<file path="src/rtl/mdu_div_pkg.sv">
// mdu_div_pkg: shared constants and types for the iterative divider.
//   div_state_e        : divider FSM state encoding
//   DIV_DATA_W_DEFAULT : default operand width
package mdu_div_pkg;

  localparam int DIV_DATA_W_DEFAULT = 32;

  typedef enum logic [1:0] {
    DIV_IDLE = 2'd0,
    DIV_ZERO = 2'd1,
    DIV_ON   = 2'd2,
    DIV_END  = 2'd3
  } div_state_e;

endpackage

</file>
<file path="src/rtl/mdu_div_clz.sv">
// mdu_clz: combinational leading-zero counter.
//   a_i  [DATA_W-1:0]          : value to scan
//   lz_o [$clog2(DATA_W):0]    : number of leading zeros (DATA_W when a_i == 0)
module mdu_clz #(
  parameter int DATA_W = 32
) (
  input  logic [DATA_W-1:0]        a_i,
  output logic [$clog2(DATA_W):0]  lz_o
);

  localparam int LZ_W = $clog2(DATA_W) + 1;

  // Ascending scan: the highest set bit is the last one to write lz_o.
  always_comb begin
    lz_o = LZ_W'(DATA_W);
    for (int i = 0; i < DATA_W; i++) begin
      if (a_i[i]) lz_o = LZ_W'(DATA_W - 1 - i);
    end
  end

endmodule

</file>
<file path="src/rtl/mdu_div.sv">
// mdu_div: parametrised restoring divider (one quotient bit per clock).
//   clk, rst          : clock, synchronous active-high reset
//   start_i           : request, held by EX until the result is consumed
//   annul_i           : abort (pipeline flush)
//   signed_div_i      : 1 = two's-complement operands
//   opdata1_i/2_i     : dividend / divisor
//   result_o          : {remainder, quotient}, valid while ready_o
//   ready_o           : result valid
//   busy_o            : division in progress (ZERO or ON)
// Optional build macro MDU_DIV_EARLY_OUT_EN: skip the dividend's leading
// zeros so latency becomes DATA_W - clz(|dividend|) edges.
module mdu_div
  import mdu_div_pkg::*;
#(
  parameter int DATA_W = DIV_DATA_W_DEFAULT
) (
  input  logic                  clk,
  input  logic                  rst,
  input  logic                  start_i,
  input  logic                  annul_i,
  input  logic                  signed_div_i,
  input  logic [DATA_W-1:0]     opdata1_i,
  input  logic [DATA_W-1:0]     opdata2_i,
  output logic [2*DATA_W-1:0]   result_o,
  output logic                  ready_o,
  output logic                  busy_o
);

  localparam int CNT_W = $clog2(DATA_W);

  div_state_e              state_q;
  logic [DATA_W-1:0]       dvd_q;     // dividend shifting out, quotient shifting in
  logic [DATA_W-1:0]       dvs_q;     // divisor magnitude
  logic [DATA_W-1:0]       rem_q;     // partial remainder
  logic [CNT_W-1:0]        cnt_q;
  logic                    neg_quo_q, neg_rem_q;
  logic [2*DATA_W-1:0]     result_q;
  logic                    ready_q;

  // Operand magnitudes (unsigned mode passes operands through untouched)
  logic [DATA_W-1:0] dvd_abs, dvs_abs;
  logic              dvd_neg, dvs_neg;

  assign dvd_neg = signed_div_i & opdata1_i[DATA_W-1];
  assign dvs_neg = signed_div_i & opdata2_i[DATA_W-1];
  assign dvd_abs = dvd_neg ? -opdata1_i : opdata1_i;
  assign dvs_abs = dvs_neg ? -opdata2_i : opdata2_i;

  // One restoring step. The partial remainder is always below the divisor,
  // so the trial fits in DATA_W+2 bits and a non-negative trial is < 2^DATA_W.
  logic [DATA_W+1:0] trial;
  logic              qbit;
  logic [DATA_W-1:0] rem_d, quo_d, quo_fix, rem_fix;

  always_comb begin
    trial   = {1'b0, rem_q, dvd_q[DATA_W-1]} - {2'b00, dvs_q};
    qbit    = (trial[DATA_W+1:DATA_W] == 2'b00);
    rem_d   = qbit ? trial[DATA_W-1:0] : {rem_q[DATA_W-2:0], dvd_q[DATA_W-1]};
    quo_d   = {dvd_q[DATA_W-2:0], qbit};
    quo_fix = neg_quo_q ? -quo_d : quo_d;
    rem_fix = neg_rem_q ? -rem_d : rem_d;
  end

`ifdef MDU_DIV_EARLY_OUT_EN
  logic [CNT_W:0] lz;
  logic           dvd_zero;

  mdu_clz #(.DATA_W(DATA_W)) u_clz (
    .a_i  (dvd_abs),
    .lz_o (lz)
  );

  assign dvd_zero = (lz == (CNT_W+1)'(DATA_W));
`endif

  always_ff @(posedge clk) begin
    if (rst) begin
      state_q   <= DIV_IDLE;
      dvd_q     <= '0;
      dvs_q     <= '0;
      rem_q     <= '0;
      cnt_q     <= '0;
      neg_quo_q <= 1'b0;
      neg_rem_q <= 1'b0;
      result_q  <= '0;
      ready_q   <= 1'b0;
    end else begin
      unique case (state_q)
        DIV_IDLE: begin
          if (start_i && !annul_i) begin
            dvs_q     <= dvs_abs;
            rem_q     <= '0;
            neg_quo_q <= dvd_neg ^ dvs_neg;
            neg_rem_q <= dvd_neg;
`ifdef MDU_DIV_EARLY_OUT_EN
            // Leading zeros of the dividend only produce zero quotient bits,
            // so they are shifted out up front and counted as done.
            dvd_q <= dvd_abs << lz;
            cnt_q <= lz[CNT_W-1:0];
            if (dvs_abs == '0 || dvd_zero) state_q <= DIV_ZERO;
            else                           state_q <= DIV_ON;
`else
            dvd_q <= dvd_abs;
            cnt_q <= '0;
            if (dvs_abs == '0) state_q <= DIV_ZERO;
            else               state_q <= DIV_ON;
`endif
          end
        end

        DIV_ZERO: begin
          if (annul_i) begin
            state_q <= DIV_IDLE;
          end else begin
            result_q <= '0;
            ready_q  <= 1'b1;
            state_q  <= DIV_END;
          end
        end

        DIV_ON: begin
          if (annul_i) begin
            state_q <= DIV_IDLE;
          end else begin
            dvd_q <= quo_d;
            rem_q <= rem_d;
            cnt_q <= cnt_q + CNT_W'(1);
            if (cnt_q == CNT_W'(DATA_W - 1)) begin
              result_q <= {rem_fix, quo_fix};
              ready_q  <= 1'b1;
              state_q  <= DIV_END;
            end
          end
        end

        DIV_END: begin
          // Result stays put while EX holds start_i.
          if (annul_i || !start_i) begin
            result_q <= '0;
            ready_q  <= 1'b0;
            state_q  <= DIV_IDLE;
          end
        end

        default: state_q <= DIV_IDLE;
      endcase
    end
  end

  assign result_o = result_q;
  assign ready_o  = ready_q;
  assign busy_o   = (state_q == DIV_ON) || (state_q == DIV_ZERO);

endmodule

</file>
<file path="config.mk">
export PLATFORM = sky130hd
export DESIGN_NAME = mdu_div
export DESIGN_NICKNAME = d
export VERILOG_FILES = /design/src/rtl/mdu_div_pkg.sv /design/src/rtl/mdu_div_clz.sv /design/src/rtl/mdu_div.sv
export SDC_FILE = /design/constraint.sdc
export NUM_CORES = 1
export LEC_CHECK = 0
export CAP_MARGIN = 25
export CORE_UTILIZATION = 62
export CTS_CLUSTER_SIZE = 20
export DETAILED_ROUTE_END_ITERATION = 10
export PLACE_DENSITY = 0.88
export SKIP_LAST_GASP = 1
export SLEW_MARGIN = 15
export SYNTH_ARGS = -nofsm -noshare
export SYNTH_HDL_FRONTEND = slang
export SYNTH_HIERARCHICAL = 1
export SYNTH_SLANG_ARGS = --single-unit
</file>
<file path="constraint.sdc">
create_clock -name clk -period 13.75 [get_ports clk]
set_input_delay 2.0625 -clock clk [delete_from_list [all_inputs] [get_ports clk]]
set_output_delay 2.0625 -clock clk [all_outputs]
set_load 0.02 [all_outputs]
</file>
# --- Yosys cells after proc, flatten, opt, wreduce, memory -nomap -nowiden ---
# Index checks and enable logic that the tools add are counted.
word_totals:
  ff_bits: 170
  out_inout_bits: 66
  in_bits: 69
  word_cells: 73
op_classes:
  eq_ne: 10
  n_addsub: 6
  n_reduce_logical: 14
  bitwise: 3
  muxes: 31
op_table:
  columns: ["op", "n"]
  rows:
  - ["$mux W32", 9]
  - ["$mux W64", 4]
  - ["$pmux W64 S3", 1]
  - ["$neg A32 Y32", 4]
  - ["$pmux W32 S2", 2]
  - ["$sub A33 B32 Y34", 1]
  - ["$logic_not A32 Y1", 1]
  - ["$mux W2", 6]
  - ["$mux W5", 2]
  - ["$ne A2 B2 Y1 const B", 5]
  - ["$pmux W5 S2", 1]
  - ["$pmux W2 S4", 1]
  - ["$reduce_and A3 Y1", 2]
  - ["$add A5 B1 Y5 const B", 1]
  - ["$eq A5 B5 Y1 const B", 1]
  - ["$reduce_and A5 Y1", 1]
  - ["$eq A2 B2 Y1 const B", 2]
  - ["$logic_not A2 Y1", 2]
  - ["$mux W1", 4]
  - ["$ne A3 B3 Y1 const B", 1]
  - ["$pmux W1 S3", 1]
  - ["$reduce_bool A3 Y1", 1]
  - ["$and A1 B1 Y1", 2]
  - ["$eq A2 B1 Y1 const B", 1]
  - ["6 further kinds", 8]

# --- Logic depth before layout (Yosys ltp) ---
# Gate-level depths: netlist of run 1.
logic_depth:
  depth_word: 8
  ltp_mapped: 26
  ltp_nobuf: 24

# --- Worst setup path before layout of run 1 ---
# No wires, ideal clock.
synth_timing:
  path_kind: "reg2reg"
  start: "register dvd_q[31]"
  end: "register result_q[60], in the netlist result_o[60]"
  synth_period_minus_slack_ps: 4856
  stages_incl_launch_ff: 25
  arrival_ps: 4730
  n_path_buf: 2
  required_time_ps: 13624
  setup_time_ps: 126
  slack_ps: 8894
  path_cell_list: "dfxtp_1 inv_1 ha_1 fa_1 nor2b_1 o31a_1 o21ai_1 a211oi_2 o21a_2 nor2_4 inv_4 buf_2 buf_1 o21ai_0 inv_1 ha_1 nand2_1 o21ai_0 or3b_1 nor4_1 nand4b_1 a21oi_2 a31oi_1 xor2_1 o21ai_1"
synth_via:
  elab_chain_cells: 8
synth_rtl:
  columns: ["item", "line", "text"]
  rows:
  - ["start: declaration", "mdu_div.sv:32", "logic [DATA_W-1:0] dvd_q;"]
  - ["start signal: assignment", "mdu_div.sv:103", "dvd_q <= dvd_abs;"]
  - ["start signal: assignment", "mdu_div.sv:125", "dvd_q <= quo_d;"]
  - ["$sub A33 B32 Y34", "mdu_div.sv:56", "trial = {1'b0, rem_q, dvd_q[DATA_W-1]} - {2'b00, dvs_q};"]
  - ["$logic_not A2 Y1", "mdu_div.sv:57", "qbit = (trial[DATA_W+1:DATA_W] == 2'b00);"]
  - ["$mux W32 (*)", "mdu_div.sv:58", "rem_d = qbit ? trial[DATA_W-1:0] : {rem_q[DATA_W-2:0], dvd_q[DATA_W-1]};"]
  - ["$neg A32 Y32", "mdu_div.sv:61", "rem_fix = neg_rem_q ? -rem_d : rem_d;"]
  - ["$mux W32 (*)", "mdu_div.sv:61", null]
  - ["$mux W64 (*)", "mdu_div.sv:128", "if (cnt_q == CNT_W'(DATA_W - 1)) begin"]
  - ["$mux W64 (*)", "mdu_div.sv:122", "if (annul_i) begin"]
  - ["$pmux W64 S3 (*)", "mdu_div.sv:88", "unique case (state_q)"]
  - ["end signal: assignment", "mdu_div.sv:129", "result_q <= {rem_fix, quo_fix};"]
  - ["end: declaration", "mdu_div.sv:37", "logic [2*DATA_W-1:0] result_q;"]
# Every way passes the cells marked *; elsewhere a longest branch is shown, timed or not. The select of a mux whose other input is x is not followed.
# A chain may end at the register's enable or synchronous reset.

# --- Final worst setup path of run 1 ---
# Same ends and word-level chain as after synthesis.

==> qor.log, run 1 <==
INFO  global_route   grt_pass1_vias=11500
INFO  timing         worst_pin_slew=1.00ns
INFO  worst_setup_path timing.reg2reg.worst_path_depth=22
INFO  timing         timing.clock.skew=0.0141ns
INFO  global_route   grt_max_degree=71
INFO  floorplanning  die_height=142µm
INFO  detailed_routing remaining_drc_errors=0
INFO  floorplanning  floorplan.die_area=20200µm²
INFO  logic_synthesis synth_common_cells=234 x sky130_fd_sc_hd__nand2_1, 170 x sky130_fd_sc_hd__dfxtp_1, 155 x sky130_fd_sc_hd__nor2_1, 101 x sky130_fd_sc_hd__a21oi_1, 100 x sky130_fd_sc_hd__o21ai_0
INFO  power_and_ir_drop peakVddDrop=0.228mV
INFO  logic_synthesis syn-mean-instance-area=7.43µm²
INFO  timing         final.min_clock_period=5.78ns
INFO  finish         area_growth=15.9%
INFO  logic_synthesis portion_of_synthesized_cell_area_occupied_by_the_leading_cell_type=28.0%
INFO  detailed_routing detail_routed_via_count_per_cell=6.39
INFO  min_path       hp-class=flip-flop to flip-flop
INFO  placement      finalWeightedCongestion=1.01
INFO  worst_setup_path timing.critical_path.fanout_max=46
INFO  detailed_routing detailed_routing_iterations_pass_1=6
INFO  finish         filler_cell_count=1514
INFO  global_route   grt.total_usage=37.3%
INFO  cts            cts-resized-gates=0
INFO  cts            cts_tree=built
INFO  logic_synthesis dominantRegCellSynth=sky130_fd_sc_hd__dfxtp_1
INFO  floorplanning  starting_density_of_the_core=64.2%
INFO  global_route   grt_first_pass_wirelength=59200µm
INFO  finish         multiInputGateArea=8150µm²
INFO  logic_synthesis synth.distinct_cells=83
INFO  logic_synthesis synthMostInstantiatedCell=sky130_fd_sc_hd__nand2_1
INFO  timing         max_slew_margin=33.3%
INFO  logic_synthesis synth.yosys.seq_area_share=28.0%
INFO  finish         drive_above_1_share=4.77%
INFO  timing         period_share=42.0%
INFO  worst_setup_path crit_arrival=6.06ns
INFO  detailed_routing routed_wirelength=37500µm
INFO  min_path       worstHoldPathCells=2
INFO  worst_setup_path r2r_end=result_o[60]
INFO  placement      placed_cell_area=13500µm²
INFO  logic_synthesis ys_async_sr_fraction=0%
INFO  timing         final_max_slew_viol_count=0
INFO  cts            tritoncts.num_buffers=17
INFO  logic_synthesis number_of_enable_type_register_cells_in_the_synthesized_netlist=0
INFO  detailed_routing via_count=12700
INFO  logic_synthesis synth_cells=1637
INFO  finish         antenna_cells_inserted=0
INFO  floorplanning  core_area=19000µm²
INFO  global_route   grt_antenna_before_repair=0
INFO  timing         tns=0ns
INFO  logic_synthesis syn_area=12200µm²
INFO  detailed_routing drt-wirelength-per-cell=19.0µm
INFO  worst_setup_path rr_startpoint=dvd_q[31]
INFO  floorplanning  rows=50
INFO  min_path       hold-path-endpoint=result_o[54]
INFO  cts            cts_setup_buffers=0
INFO  cts            ctsHtreeMaxLevel=4
INFO  placement      detailedPlace.worstSlack=8.10ns
INFO  timing         hold_viol_final=0
INFO  timing         timing.fmax=0.173GHz
INFO  placement      port-buffer-count=134
INFO  floorplanning  io-pin-count=135
INFO  worst_setup_path start_kind=flip-flop
INFO  cts            hold_buffers=0
INFO  floorplanning  die-width=142µm
INFO  timing         rsz0062_at_grt=no
INFO  timing         timing.final.ws_setup=7.97ns
INFO  finish         fin_nets=1819
INFO  finish         sequential_cell_area=3400µm²
INFO  detailed_routing route.antenna.remaining_nets=0
INFO  finish         fin_area=14100µm²
INFO  detailed_routing initialDrtViolationCount=1142
INFO  worst_setup_path cp.required=14.03ns
INFO  worst_setup_path criticalPathCategory=flip-flop to flip-flop
INFO  logic_synthesis netlist_top_cells_area=sky130_fd_sc_hd__dfxtp_1 28%, sky130_fd_sc_hd__nand2_1 7.2%, sky130_fd_sc_hd__xnor2_1 5.7%
INFO  placement      post-dp-hpwl=28000µm
INFO  power_and_ir_drop cellPowerDensity=129nW/µm²
INFO  cts            clock_sink_count=170
INFO  cts            clk_root_buffer_cell=sky130_fd_sc_hd__clkbuf_16
INFO  logic_synthesis synth_warnings=6
INFO  logic_synthesis synth_area_leader_cell=sky130_fd_sc_hd__dfxtp_1
INFO  cts            path_clk_slew=0.08ns
INFO  status         outcome=complete, no violations
INFO  global_route   grt-ovfl-total=0
INFO  job            max_cap_viol_count=0
INFO  cts            cts_buffer_depth=2
INFO  timing         report.final.setup_viol=0
INFO  worst_setup_path endpoint_kind=flip-flop
INFO  power_and_ir_drop static_leakage_power=5.11nW
INFO  worst_setup_path reg2reg_slack=7.97ns
INFO  logic_synthesis ys_seq_elements=170
INFO  logic_synthesis synth.net_count=1750
INFO  min_path       holdCritStartpoint=result_o[54]
INFO  cts            clock_insertion_delay_worst_skew=0.44ns
==> sequential cells by signal, indices dropped and copies added, names as in the netlist <==
name,flops
result_o,64
rem_q,32
cnt_q,5
dvd_q,32
ready_o,1
neg_rem_q,1
dvs_q,32
state_q,2
neg_quo_q,1
==> routing by layer <==
metal	routed length, µm	global-route usage [%]	vias up
met4	1820	17.9	0
li1	-	-	5994
met1	15600	48.4	5903
met3	2670	5.55	118
met5	0	0	-
met2	17400	60.5	636
==> worst max-delay path, stage by stage, from the launching register on <==
cell                       delay, ns
sky130_fd_sc_hd__dfxtp_1        0.39
sky130_fd_sc_hd__inv_1          0.06
sky130_fd_sc_hd__ha_1           0.22
sky130_fd_sc_hd__fa_1           0.43
sky130_fd_sc_hd__nor2b_1        0.31
sky130_fd_sc_hd__o31a_1         0.28
sky130_fd_sc_hd__o21ai_1        0.16
sky130_fd_sc_hd__a211oi_2       0.32
sky130_fd_sc_hd__o21a_2         0.27
sky130_fd_sc_hd__nor2_4         0.07
sky130_fd_sc_hd__inv_4          0.36
sky130_fd_sc_hd__nor2_1         0.08
sky130_fd_sc_hd__a21oi_1        0.23
sky130_fd_sc_hd__ha_1           0.24
sky130_fd_sc_hd__nand2_1        0.06
sky130_fd_sc_hd__o21ai_0        0.35
sky130_fd_sc_hd__or3b_1         0.43
sky130_fd_sc_hd__nor4_1         0.43
sky130_fd_sc_hd__nand4b_1       0.25
sky130_fd_sc_hd__a21oi_2        0.30
sky130_fd_sc_hd__a31oi_1        0.13
sky130_fd_sc_hd__xor2_1         0.16
sky130_fd_sc_hd__o21ai_1        0.08
==> metrics by stage <==
stage               instances  hold WS [ns]  power [mW]  util (%)
finish                   1979         0.449        1.81      74.4
detailed placement       1945         0.441        1.34      71.3
global route             1979         0.473        1.91      74.4
CTS                      1977         0.451        1.79      74.2
floorplan                1637         0.436        1.12         -
global placement         1944         0.434        1.33      71.2
==> final cells by class <==
cell class / count / area share (%)
multi-input combinational: 1314 / 57.8
sequential: 170 / 24.1
timing repair buffer: 146 / 10.3
clock buffer: 19 / 3.14
tap: 260 / 2.31
inverter: 57 / 1.54
clock inverter: 13 / 0.772
==> cells in the final DEF, fill, tap and decap left out, types with 17 or more instances in the layout <==
cell type                         netlist  layout
sky130_fd_sc_hd__mux2i_1               22      22
sky130_fd_sc_hd__xnor2_1               79      79
sky130_fd_sc_hd__nand2_1              234     234
sky130_fd_sc_hd__xor2_1                66      66
sky130_fd_sc_hd__a31oi_1               44      44
sky130_fd_sc_hd__and2_1                18      17
sky130_fd_sc_hd__o21ai_0              100     100
sky130_fd_sc_hd__nor2_1               155     152
sky130_fd_sc_hd__clkdlybuf4s50_1        0     133
sky130_fd_sc_hd__o21ai_1               20      20
sky130_fd_sc_hd__inv_1                 56      56
sky130_fd_sc_hd__o31ai_1               22      22
sky130_fd_sc_hd__or3_1                 22      22
sky130_fd_sc_hd__ha_1                  43      43
sky130_fd_sc_hd__nor3_1                34      34
sky130_fd_sc_hd__dfxtp_1              170     170
sky130_fd_sc_hd__a21oi_1              101     101
sky130_fd_sc_hd__a211oi_1              28      28
sky130_fd_sc_hd__nand3_1               62      62
sky130_fd_sc_hd__a22oi_1               33      33
sky130_fd_sc_hd__clkbuf_16              0      17
==> worst max-delay path by stage <==
stage / start / end / slack (ns)
2_1_floorplan: dvd_q[31] / result_o[60] / 8.89
3_3_place_gp: opdata2_i[0] / state_q[0] / 8.24
3_5_place_dp: opdata2_i[0] / state_q[0] / 8.10
4_1_cts: dvd_q[31] / result_o[60] / 8.14
5_1_grt: dvd_q[31] / result_o[60] / 7.54
6_report: dvd_q[31] / result_o[60] / 7.97
==> logic make-up (layout without fill, tap and decap cells) <==
| family | Yosys count | count (layout) | share of synthesized area, % |
|---|---|---|---|
| buffers and inverters | 153 | 235 | 5.06 |
| muxes | 26 | 26 | 2.18 |
| AOI/OAI and AO/OA | 452 | 452 | 24.3 |
| and+or+nand+nor | 647 | 647 | 25.4 |
| DFF | 170 | 170 | 28.0 |
| xor gates and xnor gates | 145 | 145 | 10.4 |
| adders and majority gates | 44 | 44 | 4.59 |
==> power by group <==
part	switching (mW)	internal, mW
clock network	0.215	0.241
registers	0.0429	0.531
logic	0.519	0.266
Note: power is estimated with default switching activity, not from simulation.
==> run 2: changes to the inputs <==
--- a/config.mk
+++ b/config.mk
@@ -6,10 +6,10 @@
 export NUM_CORES = 1
 export LEC_CHECK = 0
 export CAP_MARGIN = 25
-export CORE_UTILIZATION = 62
+export CORE_UTILIZATION = 52
 export CTS_CLUSTER_SIZE = 20
 export DETAILED_ROUTE_END_ITERATION = 10
-export PLACE_DENSITY = 0.88
+export PLACE_DENSITY = 0.78
 export SKIP_LAST_GASP = 1
 export SLEW_MARGIN = 15
 export SYNTH_ARGS = -nofsm -noshare
==> constraint.sdc (replaced) <==
create_clock -name clk -period 4.7 [get_ports clk]
set_input_delay 0.705 -clock clk [delete_from_list [all_inputs] [get_ports clk]]
set_output_delay 0.705 -clock clk [all_outputs]
set_load 0.02 [all_outputs]
==> run 2 against run 1 <==
Compared with the run above: global-route usage shrank 4.9 points; clock power grew to 3.0 times the previous value; non-clock buffer count grew 45; die area grew 19%; combinational power grew to 3.2 times the previous value; critical endpoint unchanged; largest power group unchanged.
==> qor.log, run 2 (synthesis gave the netlist of run 1 again) <==
INFO  power_and_ir_drop cellPowerDensity=376nW/µm²
INFO  placement      post-dp-hpwl=29700µm
INFO  detailed_routing drt-wirelength-per-cell=18.7µm
INFO  worst_setup_path criticalPathCategory=flip-flop to flip-flop
INFO  cts            clk_root_buffer_cell=sky130_fd_sc_hd__clkbuf_16
INFO  floorplanning  floorplan.die_area=24000µm²
INFO  worst_setup_path worstPathCellList=ha_2 > a21oi_4 > o21ai_2 > a2111oi_4 > o31ai_4 > o32ai_4 > nor2_4 > inv_4 > nor2_1 > a21oi_4 > ha_2 > nand2_1 > o21ai_2 > or3b_4 > nor4_4 > nand4b_1 > a21oi_2 > a31oi_1 > xor2_1 > o21ai_1
INFO  power_and_ir_drop static_leakage_power=5.34nW
INFO  finish         layout.cells.non_filler=2077
INFO  timing         hold_viol_final=0
INFO  status         outcome=complete, no violations
INFO  placement      detailedPlace.worstSlack=0.0176ns
INFO  detailed_routing remaining_drc_errors=0
INFO  detailed_routing route.antenna.remaining_nets=0
INFO  worst_setup_path start_kind=flip-flop
INFO  cts            path_clk_slew=0.07ns
INFO  finish         sequential_cell_area=3410µm²
INFO  power_and_ir_drop peakVddDrop=0.424mV
INFO  worst_setup_path crit_arrival=4.82ns
INFO  timing         final.min_clock_period=4.52ns
INFO  floorplanning  die-width=155µm
INFO  global_route   grt_max_degree=87
INFO  timing         period_share=96.2%
INFO  detailed_routing initialDrtViolationCount=1313
INFO  timing         worst_pin_slew=0.993ns
INFO  timing         tns=0ns
INFO  cts            clock_insertion_delay_worst_skew=0.44ns
INFO  floorplanning  core_area=22800µm²
INFO  timing         report.final.setup_viol=0
INFO  worst_setup_path worst_path_largest_cell_delay=0.45ns
INFO  timing         final_max_slew_viol_count=0
INFO  worst_setup_path timing.critical_path.fanout_max=11
INFO  placement      port-buffer-count=134
INFO  finish         fin_nets=1864
INFO  detailed_routing detail_routed_via_count_per_cell=6.09
INFO  floorplanning  starting_density_of_the_core=53.4%
INFO  timing         max_slew_margin=33.7%
INFO  global_route   grt_pass1_vias=11500
INFO  finish         multiInputGateArea=8270µm²
INFO  finish         filler_cell_count=2021
INFO  cts            ctsHtreeMaxLevel=4
INFO  floorplanning  die_height=155µm
INFO  cts            cts_tree=built
INFO  worst_setup_path endpoint_kind=flip-flop
INFO  placement      placed_cells_incl_taps=2039
INFO  finish         fin_area=14600µm²
INFO  timing         timing.final.ws_setup=0.177ns
INFO  finish         largest_register_ffs=64
INFO  detailed_routing via_count=12600
INFO  finish         mostFrequentLayoutCell=sky130_fd_sc_hd__nand2_1
INFO  power_and_ir_drop total_chip_power=5.50mW
INFO  finish         drive_above_1_share=8.90%
INFO  detailed_routing routed_wirelength=38900µm
INFO  job            max_cap_viol_count=0
INFO  finish         core_utilization_of_the_finished_layout=64.2%
INFO  global_route   grt_antenna_before_repair=0
INFO  timing         fin_hold_ws=0.445ns
INFO  placement      finalWeightedCongestion=0.940
INFO  cts            tritoncts.num_buffers=17
INFO  global_route   grt.total_usage=32.4%
INFO  floorplanning  io-pin-count=135
INFO  finish         mostFrequentLayoutCells=233 x sky130_fd_sc_hd__nand2_1, 165 x sky130_fd_sc_hd__dfxtp_1, 152 x sky130_fd_sc_hd__nor2_1, 133 x sky130_fd_sc_hd__clkdlybuf4s50_1
INFO  timing         timing.fmax=0.221GHz
INFO  detailed_routing detailed_routing_iterations_pass_1=6
INFO  worst_setup_path critical_path.slowest_cell=sky130_fd_sc_hd__dfxtp_1
INFO  cts            cts_buffer_depth=2
INFO  timing         timing.clock.skew=0.0140ns
INFO  min_path       hp-class=flip-flop to flip-flop
INFO  finish         antenna_cells_inserted=0
INFO  placement      placed_cell_area=13900µm²
INFO  finish         area_growth=20.2%
INFO  global_route   grt_first_pass_wirelength=61700µm
INFO  floorplanning  rows=55
INFO  global_route   grt-ovfl-total=0
INFO  worst_setup_path cp.required=5.00ns
INFO  cts            clock_sink_count=170
## run 2: critical path, delay by kind of cell, from the launching register on
kind | cells | cell delay (ns)
AOI/OAI and AO/OA | 10 | 1.87
and+or+nand+nor | 6 | 1.20
adders and majority gates | 2 | 0.61
DFF | 1 | 0.45
xor gates and xnor gates | 1 | 0.15
buffers and inverters | 1 | 0.10
## run 2: what timing repair did
action,4_1_cts,5_1_grt
gates resized for setup,0,34
setup endpoints to repair,0,11
hold buffers,0,0
buffers inserted,0,4
## run 2: area by class of cell
cell class                 count  area share (%)
multi-input combinational   1314            56.6
sequential                   170            23.3
timing repair buffer         191            12.1
clock buffer                  17            2.91
tap                          313            2.68
inverter                      57            1.48
clock inverter                15           0.916
## run 2: path summary, 6_finish.rpt
| check | depth (start not counted) | startpoint | slack [ns] | end |
|---|---|---|---|---|
| setup / recovery | 20 | rem_q[18] | 0.18 | result_o[60] |
| hold / removal | 2 | result_o[58] | 0.45 | result_o[58] |
| setup reg to reg | 20 | rem_q[18] | 0.18 | result_o[60] |
| hold reg to reg | 2 | result_o[58] | 0.45 | result_o[58] |
## run 2: power breakdown
group	switching (mW)	total [mW]	internal, mW
Sequential	0.111	1.66	1.55
Combinational	1.62	2.47	0.859
Clock	0.664	1.36	0.697
Total	2.39	5.50	3.11
## run 2: metal layers
| layer | track usage (%) | wire, µm |
|---|---|---|
| met1 | 44.1 | 17000 |
| met2 | 51.6 | 17600 |
| met3 | 4.54 | 2690 |
| met4 | 12.8 | 1550 |
| met5 | 0 | 0 |
